### config.mk
export PLATFORM = sky130hd
export DESIGN_NAME = visu_mon
export DESIGN_NICKNAME = d
export VERILOG_FILES = /design/src/rtl/visu_mon.sv
export SDC_FILE = /design/constraint.sdc
export NUM_CORES = 1
export LEC_CHECK = 0
export BUFFER_PORTS_ARGS = -buffer_cell sky130_fd_sc_hd__buf_2
export CAP_MARGIN = 20
export CORE_ASPECT_RATIO = 1.25
export CORE_UTILIZATION = 38
export CTS_CLUSTER_SIZE = 16
export DETAILED_ROUTE_END_ITERATION = 8
export SETUP_SLACK_MARGIN = 0.2
export SYNTH_ARGS = -nofsm -noshare
export SYNTH_HDL_FRONTEND = slang
export SYNTH_SLANG_ARGS = --single-unit
### constraint.sdc
create_clock -name i_clkVideo -period 2.9 [get_ports i_clkVideo]
set_input_delay 0.145 -clock i_clkVideo [delete_from_list [all_inputs] [get_ports i_clkVideo]]
set_output_delay 0.145 -clock i_clkVideo [all_outputs]
set_load 0.02 [all_outputs]
### src/rtl/visu_mon.sv
// visu_mon: 640x480@60 VGA monitor showing 32 debug LEDs as an 8x4 grid of squares.
// Define VISUMON_GRID_EN to draw a 1-pixel grey border on each cell's first column and line.
module visu_mon #(
  parameter int H_ACTIVE = 640,
  parameter int V_ACTIVE = 480
) (
  input  logic        i_clkVideo,
  input  logic        i_reset,
  input  logic        i_cs,
  input  logic [17:0] i_debugInfo,
  output logic        o_hsync,
  output logic        o_vsync,
  output logic [3:0]  o_red,
  output logic [3:0]  o_green,
  output logic [3:0]  o_blue,
  output logic        o_led
);

  localparam int H_TOTAL = H_ACTIVE + 160;
  localparam int V_TOTAL = V_ACTIVE + 45;
  localparam int HW = $clog2(H_TOTAL);
  localparam int VW = $clog2(V_TOTAL);

  localparam logic [HW-1:0] H_MAX = HW'(H_TOTAL - 1);
  localparam logic [HW-1:0] H_ACT = HW'(H_ACTIVE);
  localparam logic [HW-1:0] HS_B  = HW'(H_ACTIVE + 16);
  localparam logic [HW-1:0] HS_E  = HW'(H_ACTIVE + 112);
  localparam logic [HW-1:0] CW    = HW'(80);
  localparam logic [HW-1:0] SQ_X0 = HW'(16);
  localparam logic [HW-1:0] SQ_X1 = HW'(63);

  localparam logic [VW-1:0] V_MAX = VW'(V_TOTAL - 1);
  localparam logic [VW-1:0] V_ACT = VW'(V_ACTIVE);
  localparam logic [VW-1:0] VS_B  = VW'(V_ACTIVE + 10);
  localparam logic [VW-1:0] VS_E  = VW'(V_ACTIVE + 12);
  localparam logic [VW-1:0] CH    = VW'(120);
  localparam logic [VW-1:0] SQ_Y0 = VW'(36);
  localparam logic [VW-1:0] SQ_Y1 = VW'(83);

  logic [17:0]   arr_q [32];
  logic [17:0]   arr_d [32];
  logic          cs_prev_q, cs_prev_d;
  logic [HW-1:0] hcnt_q, hcnt_d;
  logic [VW-1:0] vcnt_q, vcnt_d;
  logic          hsync_q, hsync_d;
  logic          vsync_q, vsync_d;
  logic [11:0]   rgb_q, rgb_d;
  logic          led_q, led_d;

  logic [2:0]    col;
  logic [1:0]    row;
  logic [HW-1:0] cx;
  logic [VW-1:0] cy;
  logic [12:0]   entry;
  logic          active;
  logic          in_sq;

  // Beyond the active area col/row may truncate; those pixels are blanked anyway.
  assign col    = 3'(hcnt_q / CW);
  assign row    = 2'(vcnt_q / CH);
  assign cx     = hcnt_q % CW;
  assign cy     = vcnt_q % CH;
  assign entry  = arr_q[{row, col}][12:0];
  assign active = (hcnt_q < H_ACT) && (vcnt_q < V_ACT);
  assign in_sq  = (cx >= SQ_X0) && (cx <= SQ_X1) &&
                  (cy >= SQ_Y0) && (cy <= SQ_Y1);

  always_comb begin
    arr_d = arr_q;
    if (cs_prev_q && !i_cs)
      arr_d[i_debugInfo[17:13]] = i_debugInfo;
    cs_prev_d = i_cs;

    hcnt_d = (hcnt_q == H_MAX) ? '0 : hcnt_q + 1'b1;
    vcnt_d = vcnt_q;
    if (hcnt_q == H_MAX)
      vcnt_d = (vcnt_q == V_MAX) ? '0 : vcnt_q + 1'b1;

    hsync_d = !((hcnt_q >= HS_B) && (hcnt_q < HS_E));
    vsync_d = !((vcnt_q >= VS_B) && (vcnt_q < VS_E));

    rgb_d = 12'h000;
    if (active && in_sq)
      rgb_d = entry[0] ? entry[12:1] : 12'h111;
`ifdef VISUMON_GRID_EN
    else if (active && (cx == '0 || cy == '0))
      rgb_d = 12'h444;
`endif

    led_d = 1'b0;
    for (int i = 0; i < 32; i++)
      led_d = led_d | arr_q[i][0];
  end

  always_ff @(posedge i_clkVideo) begin
    if (i_reset) begin
      arr_q     <= '{default: '0};
      cs_prev_q <= 1'b0;
      hcnt_q    <= '0;
      vcnt_q    <= '0;
      hsync_q   <= 1'b1;
      vsync_q   <= 1'b1;
      rgb_q     <= '0;
      led_q     <= 1'b0;
    end else begin
      arr_q     <= arr_d;
      cs_prev_q <= cs_prev_d;
      hcnt_q    <= hcnt_d;
      vcnt_q    <= vcnt_d;
      hsync_q   <= hsync_d;
      vsync_q   <= vsync_d;
      rgb_q     <= rgb_d;
      led_q     <= led_d;
    end
  end

  assign o_hsync = hsync_q;
  assign o_vsync = vsync_q;
  assign o_red   = rgb_q[11:8];
  assign o_green = rgb_q[7:4];
  assign o_blue  = rgb_q[3:0];
  assign o_led   = led_q;

endmodule

# ---- Word level (Yosys, flattened, before mapping)
# Index checks and enable logic that the tools add are counted.
dict set report word_totals {
  reg_bits 612
  input_bits 21
  output_inout_bits 15
  elab_cells 119
}
dict set report op_classes {
  addsub 2
  div_mod_pow 4
  magnitude_cmp 13
  eq_ne 2
  n_mux 8
  n_bitwise 35
  reduce_logical 15
}
# op n
set ops {}
lappend ops {{bitwise mux 576 bit} 1}
lappend ops {{binary-select mux 18 bit (select 5 bit)} 1}
lappend ops {{demux 18 bit (select 5 bit)} 1}
lappend ops {{OR 1 bit} 31}
lappend ops {{2-to-1 mux 13 bit} 2}
lappend ops {{adder 10 x 1 -> 10 bit (second input constant)} 2}
lappend ops {{divider 10 x 7 -> 10 bit (second input constant)} 2}
lappend ops {{equality test 10 bit (second input constant)} 2}
lappend ops {{less-than comparator 10 bit (second input constant)} 2}
lappend ops {{less-than comparator 10 x 9 -> 1 bit (second input constant)} 2}
lappend ops {{modulo 10 x 7 -> 10 bit (second input constant)} 2}
lappend ops {{2-to-1 mux 18 bit} 1}
lappend ops {{greater-or-equal comparator 6 bit (second input constant)} 2}
lappend ops {{NOT 5 -> 6 bit} 2}
lappend ops {{greater-or-equal comparator 10 bit (second input constant)} 1}
lappend ops {{greater-or-equal comparator 10 x 5 -> 1 bit (second input constant)} 1}
lappend ops {{greater-or-equal comparator 10 x 6 -> 1 bit (second input constant)} 1}
lappend ops {{greater-or-equal comparator 10 x 9 -> 1 bit (second input constant)} 1}
lappend ops {{<= comparator 10 x 6 -> 1 bit (second input constant)} 1}
lappend ops {{<= comparator 10 x 7 -> 1 bit (second input constant)} 1}
lappend ops {{2-to-1 mux 10 bit} 1}
lappend ops {{logical AND 1 bit} 9}
lappend ops {{2-to-1 mux 9 bit} 1}
lappend ops {{less-than comparator 6 x 1 -> 1 bit (second input constant)} 1}
lappend ops {{other kinds (4)} 8}

# ---- Longest topological paths before layout
# Gate-level depths: netlist of run 1.
dict set report depth {
  word_depth 31
  mapped_depth 13
  mapped_depth_nobuf 9
}

# ---- Least setup slack after synthesis of run 1
# OpenSTA, ideal clock, no wires.
dict set report synth_path {
  path_kind {register to register}
  startpoint {register hcnt_q[6]}
  endpoint {register rgb_q[10]}
  setup_time_ns 0.156
  t_arrival_ns 2.532
  t_required_ns 2.744
  setup_slack_ns 0.213
  stages_incl_launch_ff 9
  n_path_buf 0
  period_less_slack_ns 2.687
  path_cell_list {dfxtp_1 or2_1 nor3b_2 nor3_4 mux4_2 a32o_1 a221o_1 o21ai_4 a2111oi_2}
}
dict set report synth_via {
  elab_chain_len 8
  word_cells_on_any_way 17
  cone_classes {div: 2; order compare: 3; mux: 3; bitwise: 3; reduce/logical: 6}
}
# element line_no
set synth_lines {}
lappend synth_lines {{start: declaration} 43} ;# logic [HW-1:0] hcnt_q, hcnt_d;
lappend synth_lines {{start signal: assignment} 108} ;# hcnt_q <= hcnt_d;
lappend synth_lines {{modulo 10 x 7 -> 10 bit} 61} ;# assign cx = hcnt_q % CW;
lappend synth_lines {{greater-or-equal comparator 10 x 5 -> 1 bit or <= comparator 10 x 6 -> 1 bit (tied branches)} 65} ;# assign in_sq = (cx >= SQ_X0) && (cx <= SQ_X1) &&
lappend synth_lines {{logical AND 1 bit (2 in series)} 65}
lappend synth_lines {{logical AND 1 bit} 66} ;# (cy >= SQ_Y0) && (cy <= SQ_Y1);
lappend synth_lines {{logical AND 1 bit} 83} ;# if (active && in_sq)
lappend synth_lines {{NOT 1 bit (no line)} n/a}
lappend synth_lines {{OR reduction 3 bit (no line)} n/a}
lappend synth_lines {{end signal: assignment} 112} ;# rgb_q <= rgb_d;
lappend synth_lines {{end: declaration} 47} ;# logic [11:0] rgb_q, rgb_d;
# Parallel ways exist; a longest one is shown, timed or not. The select of a mux whose other input is x is not followed.
# A chain may end at the register's enable or synchronous reset.

# ---- Worst setup path after layout of run 1
dict set report layout_path {
  startpoint {register hcnt_q[5]}
  endpoint {register rgb_q[4]}
}
dict set report layout_via {
  elab_chain_len 8
  word_cells_on_any_way 17
  cone_classes {div: 2; order compare: 3; mux: 4; bitwise: 2; reduce/logical: 6}
}
# element line_no
set layout_lines {}
lappend layout_lines {{modulo 10 x 7 -> 10 bit} 61}
lappend layout_lines {{greater-or-equal comparator 10 x 5 -> 1 bit or <= comparator 10 x 6 -> 1 bit (tied branches)} 65}
lappend layout_lines {{logical AND 1 bit (2 in series)} 65}
lappend layout_lines {{logical AND 1 bit} 66}
lappend layout_lines {{logical AND 1 bit} 83}
lappend layout_lines {{NOT 1 bit (no line)} n/a}
lappend layout_lines {{OR reduction 2 bit (no line)} n/a}
# Parallel ways exist; a longest one is shown, timed or not. The select of a mux whose other input is x is not followed.

==> flow_summary.json, run 1 <==
{
  "outcome": "complete, no violations",
  "dp_worst_setup_slack_ps": -144,
  "timing.hold.ws_ps": 118,
  "crit_required_ps": 3370,
  "synth.most_common_cell": "nand2_1",
  "wire_per_inst_um": 20.2,
  "ys.flop_type": "dfxtp_1",
  "dr.pass1.iters": 5,
  "finalClockSkew_ps": 17.9,
  "rr_worst_depth": 10,
  "detailed_place_hpwl_um": 47900,
  "r2r-end": "rgb_q[4]",
  "postLayoutCoreUtil_pct": 45.1,
  "grt_setup_unrepaired": "true",
  "report.final.hold_viol_count": 0,
  "endpoint_kind": "flip-flop",
  "cts_max_level": 2,
  "core_area_um2": 54200,
  "number_of_standard_cells_after_synthesis": 2899,
  "synth_top_cell_area_share_pct": 43.1,
  "synth-seq-area-share_pct": 43.1,
  "synth_edf_count": 0,
  "setup.worst_path.class": "flip-flop to flip-flop",
  "routed_wl_um": 73900,
  "drv.max_cap_violation_count": 0,
  "post_synth_num_cell_types": 86,
  "vdd_ir_drop_max_mv": 0.407,
  "cts_buffer_depth": 3,
  "cts.clk_slew.worst_paths_ps": 70,
  "grtUsageTotal_pct": 26.1,
  "ant_nets": 0,
  "globalRouteOverflowTotal": 0,
  "path_max_fanout": 10,
  "tritoncts_num_sinks": 452,
  "slew_headroom_pct": 27.0,
  "root_buffer": "clkbuf_16",
  "mappedNetlistNets": 2924,
  "cpMostUsedCell": "buf_4",
  "layout.nets": 2918,
  "timing.reg2reg.setup_slack_ps": 2,
  "grt_start_max_net_pins": 213,
  "yosysWarningCount": 0,
  "r2r_startpoint": "hcnt_q[5]",
  "critical-path-slowest-cell": "or3_4",
  "min_path_type": "input port to flip-flop",
  "synthesis_to_finish_area_growth_pct": 16.6,
  "slew_at_the_pin_closest_to_its_max_slew_limit_ps": 1090,
  "place.gp.congestion": 0.951,
  "synth.top_cells.by_area": "dfxtp_1, nand2_1, a21oi_1",
  "grt_pass1_vias": 19400,
  "routed-via-count": 20600,
  "worstHoldEndpoint": "arr_q[90]",
  "drcViolationCount": 0,
  "number_of_cells_on_the_worst_hold_path": 3,
  "placement.io_buffers": 35,
  "grt_antenna_before_repair": 7,
  "cts_tree": "built",
  "synthDominantAreaCellType": "dfxtp_1",
  "yosys_register_bits": 452,
  "asyncSetResetFlopFracSynth_pct": 0,
  "row_count": 95,
  "worst_hold_startpoint": "i_debugInfo[0]",
  "die_width_um": 212,
  "maxSlewViolCount": 0,
  "clk_latency_ps": 600,
  "die_area_um2": 56200,
  "cts_made_buffers": 48,
  "via_per_inst": 5.62,
  "post-route-min-period_ps": 2900,
  "worstPathArrival_ps": 3360,
  "floorplan.io_pins": 36,
  "commonest_cells_in_the_synthesized_netlist": "nand2_1, dfxtp_1, a21oi_1",
  "drt_first_iter_violations": 2305,
  "path_cells": "buf_4, or2_4, nor3b_4, or3_4, buf_12, nor2_4, buf_4, a31oi_1, a41o_1, a221o_1",
  "final_layout_size_suffix_gt1_share_pct": 12.9,
  "timing.critical_path.slowest_cell_delay_ps": 490,
  "mappedNetlistArea_um2": 21000,
  "final_min_period_over_clock_period_pct": 99.9,
  "die_h_um": 265,
  "cellPowerDensity_nw_per_um2": 536,
  "crit_path_start_kind": "flip-flop",
  "starting_density_of_the_core_pct": 38.7,
  "grt_first_pass_wirelength_um": 113000,
  "fill_cells": 5493,
  "max_freq_mhz": 345,
  "synthesis.area_per_instance_um2": 7.24,
  "static_leak_nw": 8.02,
  "setup_slack_ps": 2.23,
  "timing.final.setup_violations": 0
}
## worst max-delay path, delay by kind of cell (launching register included)
kind / cells / cell delay, ps
compound gates: 3 / 800
buf+inv: 3 / 490
flops: 1 / 320
simple gates: 4 / 1140
## placed cells by master, fill, tap and decap left out, drive strengths merged, types with 9 or more instances in the layout
cell type / Yosys / routed
a2111oi: 10 / 10
a31oi: 22 / 22
inv: 10 / 12
a32o: 10 / 10
a21oi: 409 / 409
clkinv: 0 / 10
dfxtp: 452 / 452
o22ai: 10 / 10
and2: 10 / 10
nor3: 10 / 10
nor4: 10 / 10
clkbuf: 178 / 69
nand4: 12 / 12
nand3: 206 / 206
mux2i: 34 / 34
nand2: 1119 / 1119
mux4: 19 / 19
buf: 75 / 193
and3: 34 / 34
a311oi: 15 / 15
o21ai: 17 / 17
nor2: 111 / 111
o221ai: 9 / 9
## layer usage
metal | wire length, um | share of wire (%) | up-vias | track usage (%)
li1 | - | - | 9707 | -
met2 | 34200 | 46 | 849 | 42.2
met3 | 5720 | 7.7 | 173 | 4.26
met4 | 3360 | 4.5 | 12 | 12.2
met1 | 30500 | 41 | 9814 | 33.9
met5 | 69 | 0.093 | - | 0
## per-stage QoR
step	area (um^2)	instances	setup TNS (ps)	total power, mW
global placement	22300	3552	-260	6.74
CTS	24300	3653	-156	13.2
global route	24400	3658	-514	13.5
detailed placement	22300	3552	-696	6.75
finish	24400	3658	0	13.1
floorplan	21000	2899	0	6.60
## sequential cells by signal, indices dropped and copies added, names as in the netlist
| register | flops |
|---|---|
| rgb_q | 12 |
| arr_q | 416 |
| o_vsync | 1 |
| o_led | 1 |
| vcnt_q | 10 |
| cs_prev_q | 1 |
| o_hsync | 1 |
| hcnt_q | 10 |
## final cells by class
cell class              count  area (um^2)  area share [%]
diodes                      1         2.50          0.0102
clock buffers              67         1360            5.57
clock inverters            20          282            1.15
inverters                  10         40.0           0.164
multi-input cells        2184        11000            45.0
flip-flops and latches    452         9070            37.1
well taps                 727          910            3.72
repair buffers            197         1780            7.27
## how the worst max path moves through the flow
stage | cells past startpoint | start | endpoint
2_1_floorplan | 8 | hcnt_q[6] | rgb_q[10]
3_3_place_gp | 10 | hcnt_q[7] | rgb_q[4]
3_5_place_dp | 11 | hcnt_q[9] | rgb_q[4]
4_1_cts | 13 | hcnt_q[5] | rgb_q[10]
5_1_grt | 11 | vcnt_q[9] | rgb_q[4]
6_report | 10 | hcnt_q[5] | rgb_q[4]
## timing repair
item,4_1_cts,5_1_grt
pin swaps,11,10
endpoints found under the hold margin,7,0
resized for setup,29,37
setup buffers,9,3
gates cloned,3,1
hold buffers,2,0
endpoints found under the setup margin,12,12
## kinds of logic after synthesis
kind of cell / after synthesis / synth area share [%]
fa+ha+maj: 5 / 0.286
compound gates: 551 / 15.6
simple gates: 1555 / 30.8
xor+xnor: 15 / 0.626
mux: 58 / 3.95
buf+inv: 263 / 5.55
flops: 452 / 43.1
## where the power goes
part	internal [mW]	total, mW	leakage (nW)	switching (mW)
clock network	3.82	6.49	0.805	2.67
registers	6.22	6.23	3.65	0.0121
logic	0.0616	0.387	3.57	0.325
total	10.1	13.1	8.02	3.00
No activity file was read; power rests on OpenSTA's default activity.
==> run 2: changes to the inputs <==
--- a/config.mk
+++ b/config.mk
@@ -8,10 +8,12 @@
 export BUFFER_PORTS_ARGS = -buffer_cell sky130_fd_sc_hd__buf_2
 export CAP_MARGIN = 20
 export CORE_ASPECT_RATIO = 1.25
-export CORE_UTILIZATION = 38
+export CORE_UTILIZATION = 57
 export CTS_CLUSTER_SIZE = 16
 export DETAILED_ROUTE_END_ITERATION = 8
+export PLACE_DENSITY = 0.76
 export SETUP_SLACK_MARGIN = 0.2
 export SYNTH_ARGS = -nofsm -noshare
 export SYNTH_HDL_FRONTEND = slang
 export SYNTH_SLANG_ARGS = --single-unit
+export TNS_END_PERCENT = 30
==> flow_summary.json, run 2 (synthesized netlist as in run 1, its figures left out) <==
{
  "outcome": "complete, no violations",
  "row_count": 78,
  "cts_max_level": 2,
  "crit_required_ps": 3350,
  "cts_buffer_depth": 3,
  "comb_power_share_pct": 2.8,
  "core_area_um2": 36300,
  "postLayoutCoreUtil_pct": 66.4,
  "post-route-min-period_ps": 2840,
  "clk_latency_ps": 580,
  "finalClockSkew_ps": 25.1,
  "die_width_um": 174,
  "final-seq-area_um2": 9070,
  "grt_setup_unrepaired": "true",
  "slew_headroom_pct": 21.0,
  "placedInstanceArea_um2": 21900,
  "drv.max_cap_violation_count": 0,
  "crit_path_start_kind": "flip-flop",
  "rr_worst_depth": 9,
  "final_layout_size_suffix_gt1_share_pct": 12.3,
  "fill_cells": 3096,
  "final_min_period_over_clock_period_pct": 97.8,
  "grt_pass1_vias": 19700,
  "multi_input_area_um2": 11200,
  "cts_tree": "built",
  "drcViolationCount": 0,
  "largest_reg_flops": 416,
  "setup_slack_ps": 64.0,
  "vdd_ir_drop_max_mv": 0.465,
  "worstPathArrival_ps": 3290,
  "max_flop_register": "arr_q",
  "die_area_um2": 37600,
  "grt_first_pass_wirelength_um": 111000,
  "tritoncts_num_sinks": 452,
  "synthesis_to_finish_area_growth_pct": 14.9,
  "floorplan.io_pins": 36,
  "endpoint_kind": "flip-flop",
  "root_buffer": "clkbuf_16",
  "switching_share_pct": 22.0,
  "detailed_place_hpwl_um": 47900,
  "layout.cells.most_common": "nand2_1",
  "static_leak_nw": 7.91,
  "placement.io_buffers": 35,
  "switch_pwr_mw": 2.94,
  "starting_density_of_the_core_pct": 57.8,
  "grt_start_max_net_pins": 204,
  "ant_nets": 0,
  "pwr-share-seq_pct": 46.7,
  "die_h_um": 216,
  "postLayoutCellArea_um2": 24100,
  "globalRouteOverflowTotal": 0,
  "share_clk_of_total_power_pct": 50.5,
  "cts.clk_slew.worst_paths_ps": 60,
  "regs_by_ff_count": "arr_q x416, rgb_q x12",
  "drt_first_iter_violations": 3089,
  "internal-power_mw": 10.4,
  "routed_wl_um": 72400,
  "dp_worst_setup_slack_ps": -212,
  "antenna_cell_count": 0,
  "path_max_fanout": 24,
  "mostFrequentLayoutCells": "nand2_1, dfxtp_1, a21oi_1",
  "max_freq_mhz": 353,
  "cellPowerDensity_nw_per_um2": 554,
  "layoutNonFillerInstCount": 3383,
  "timing.final.setup_violations": 0,
  "number_of_cells_on_the_worst_hold_path": 4,
  "grt_antenna_before_repair": 1,
  "layout.nets": 2891,
  "dp.cells": 3288,
  "place.gp.congestion": 1.04,
  "cts_made_buffers": 46,
  "maxSlewViolCount": 0,
  "setup.worst_path.class": "flip-flop to flip-flop",
  "dr.pass1.iters": 6,
  "slew_at_the_pin_closest_to_its_max_slew_limit_ps": 1180,
  "min_path_type": "input port to flip-flop",
  "wire_per_inst_um": 21.4,
  "report.final.hold_viol_count": 0,
  "via_per_inst": 6.22,
  "routed-via-count": 21000,
  "grtUsageTotal_pct": 37.7
}
==> run 2: what timing repair did <==
item | CTS | global route
resized for setup | 37 | 39
hold endpoints to repair | 48 | 0
setup endpoints to repair | 12 | 12
buffers inserted | 3 | 3
cloned | 0 | 1
pin swaps | 7 | 9
hold buffers | 3 | 0
==> run 2: path summary, 6_finish.rpt <==
kind | startpoint | to | slack, ps
max | vcnt_q[9] | rgb_q[4] | 60
min | i_debugInfo[13] | arr_q[378] | 160
max reg2reg | vcnt_q[9] | rgb_q[4] | 60
min reg2reg | arr_q[201] | arr_q[201] | 450
==> run 2: worst max-delay path, stage by stage (launching register included) <==
cell	delay (ps)
dfxtp_4	370
o211a_1	270
mux2_4	360
o221a_2	290
o21ai_4	200
buf_12	200
a31oi_1	120
a32oi_1	270
nand3_1	270
a221o_1	360
==> run 2: final cells by class <==
cell class | count | area share [%]
repair buffers | 172 | 6.26
well taps | 480 | 2.49
flip-flops and latches | 452 | 37.6
inverters | 10 | 0.166
clock buffers | 65 | 5.74
multi-input cells | 2184 | 46.3
clock inverters | 20 | 1.40
==> run 2: power groups by stage <==
stage	Combinational [mW]	Sequential, mW	Clock, mW
3_5_place_dp	0.357	6.38	0
6_report	0.379	6.23	6.73
4_1_cts	0.361	6.24	6.73
2_1_floorplan	0.225	6.37	0
5_1_grt	0.393	6.23	7.00
3_3_place_gp	0.354	6.38	0
==> run 2: routing by layer <==
layer | up-vias | global-route usage, % | wire [um]
met1 | 9858 | 47.3 | 27500
met4 | 0 | 21.5 | 4230
met5 | - | 0 | 0
met3 | 283 | 7.02 | 7660
li1 | 9631 | - | -
met2 | 1276 | 60.7 | 33000
==> run 2: through the flow <==
step | power (mW) | hold slack, ps | TNS (ps)
after detailed placement | 6.73 | 390 | -1130
after global routing | 13.6 | 167 | -290
after CTS | 13.3 | 126 | 0
final | 13.3 | 164 | 0
after global placement | 6.73 | 387 | -1100
after floorplan | 6.60 | 273 | 0
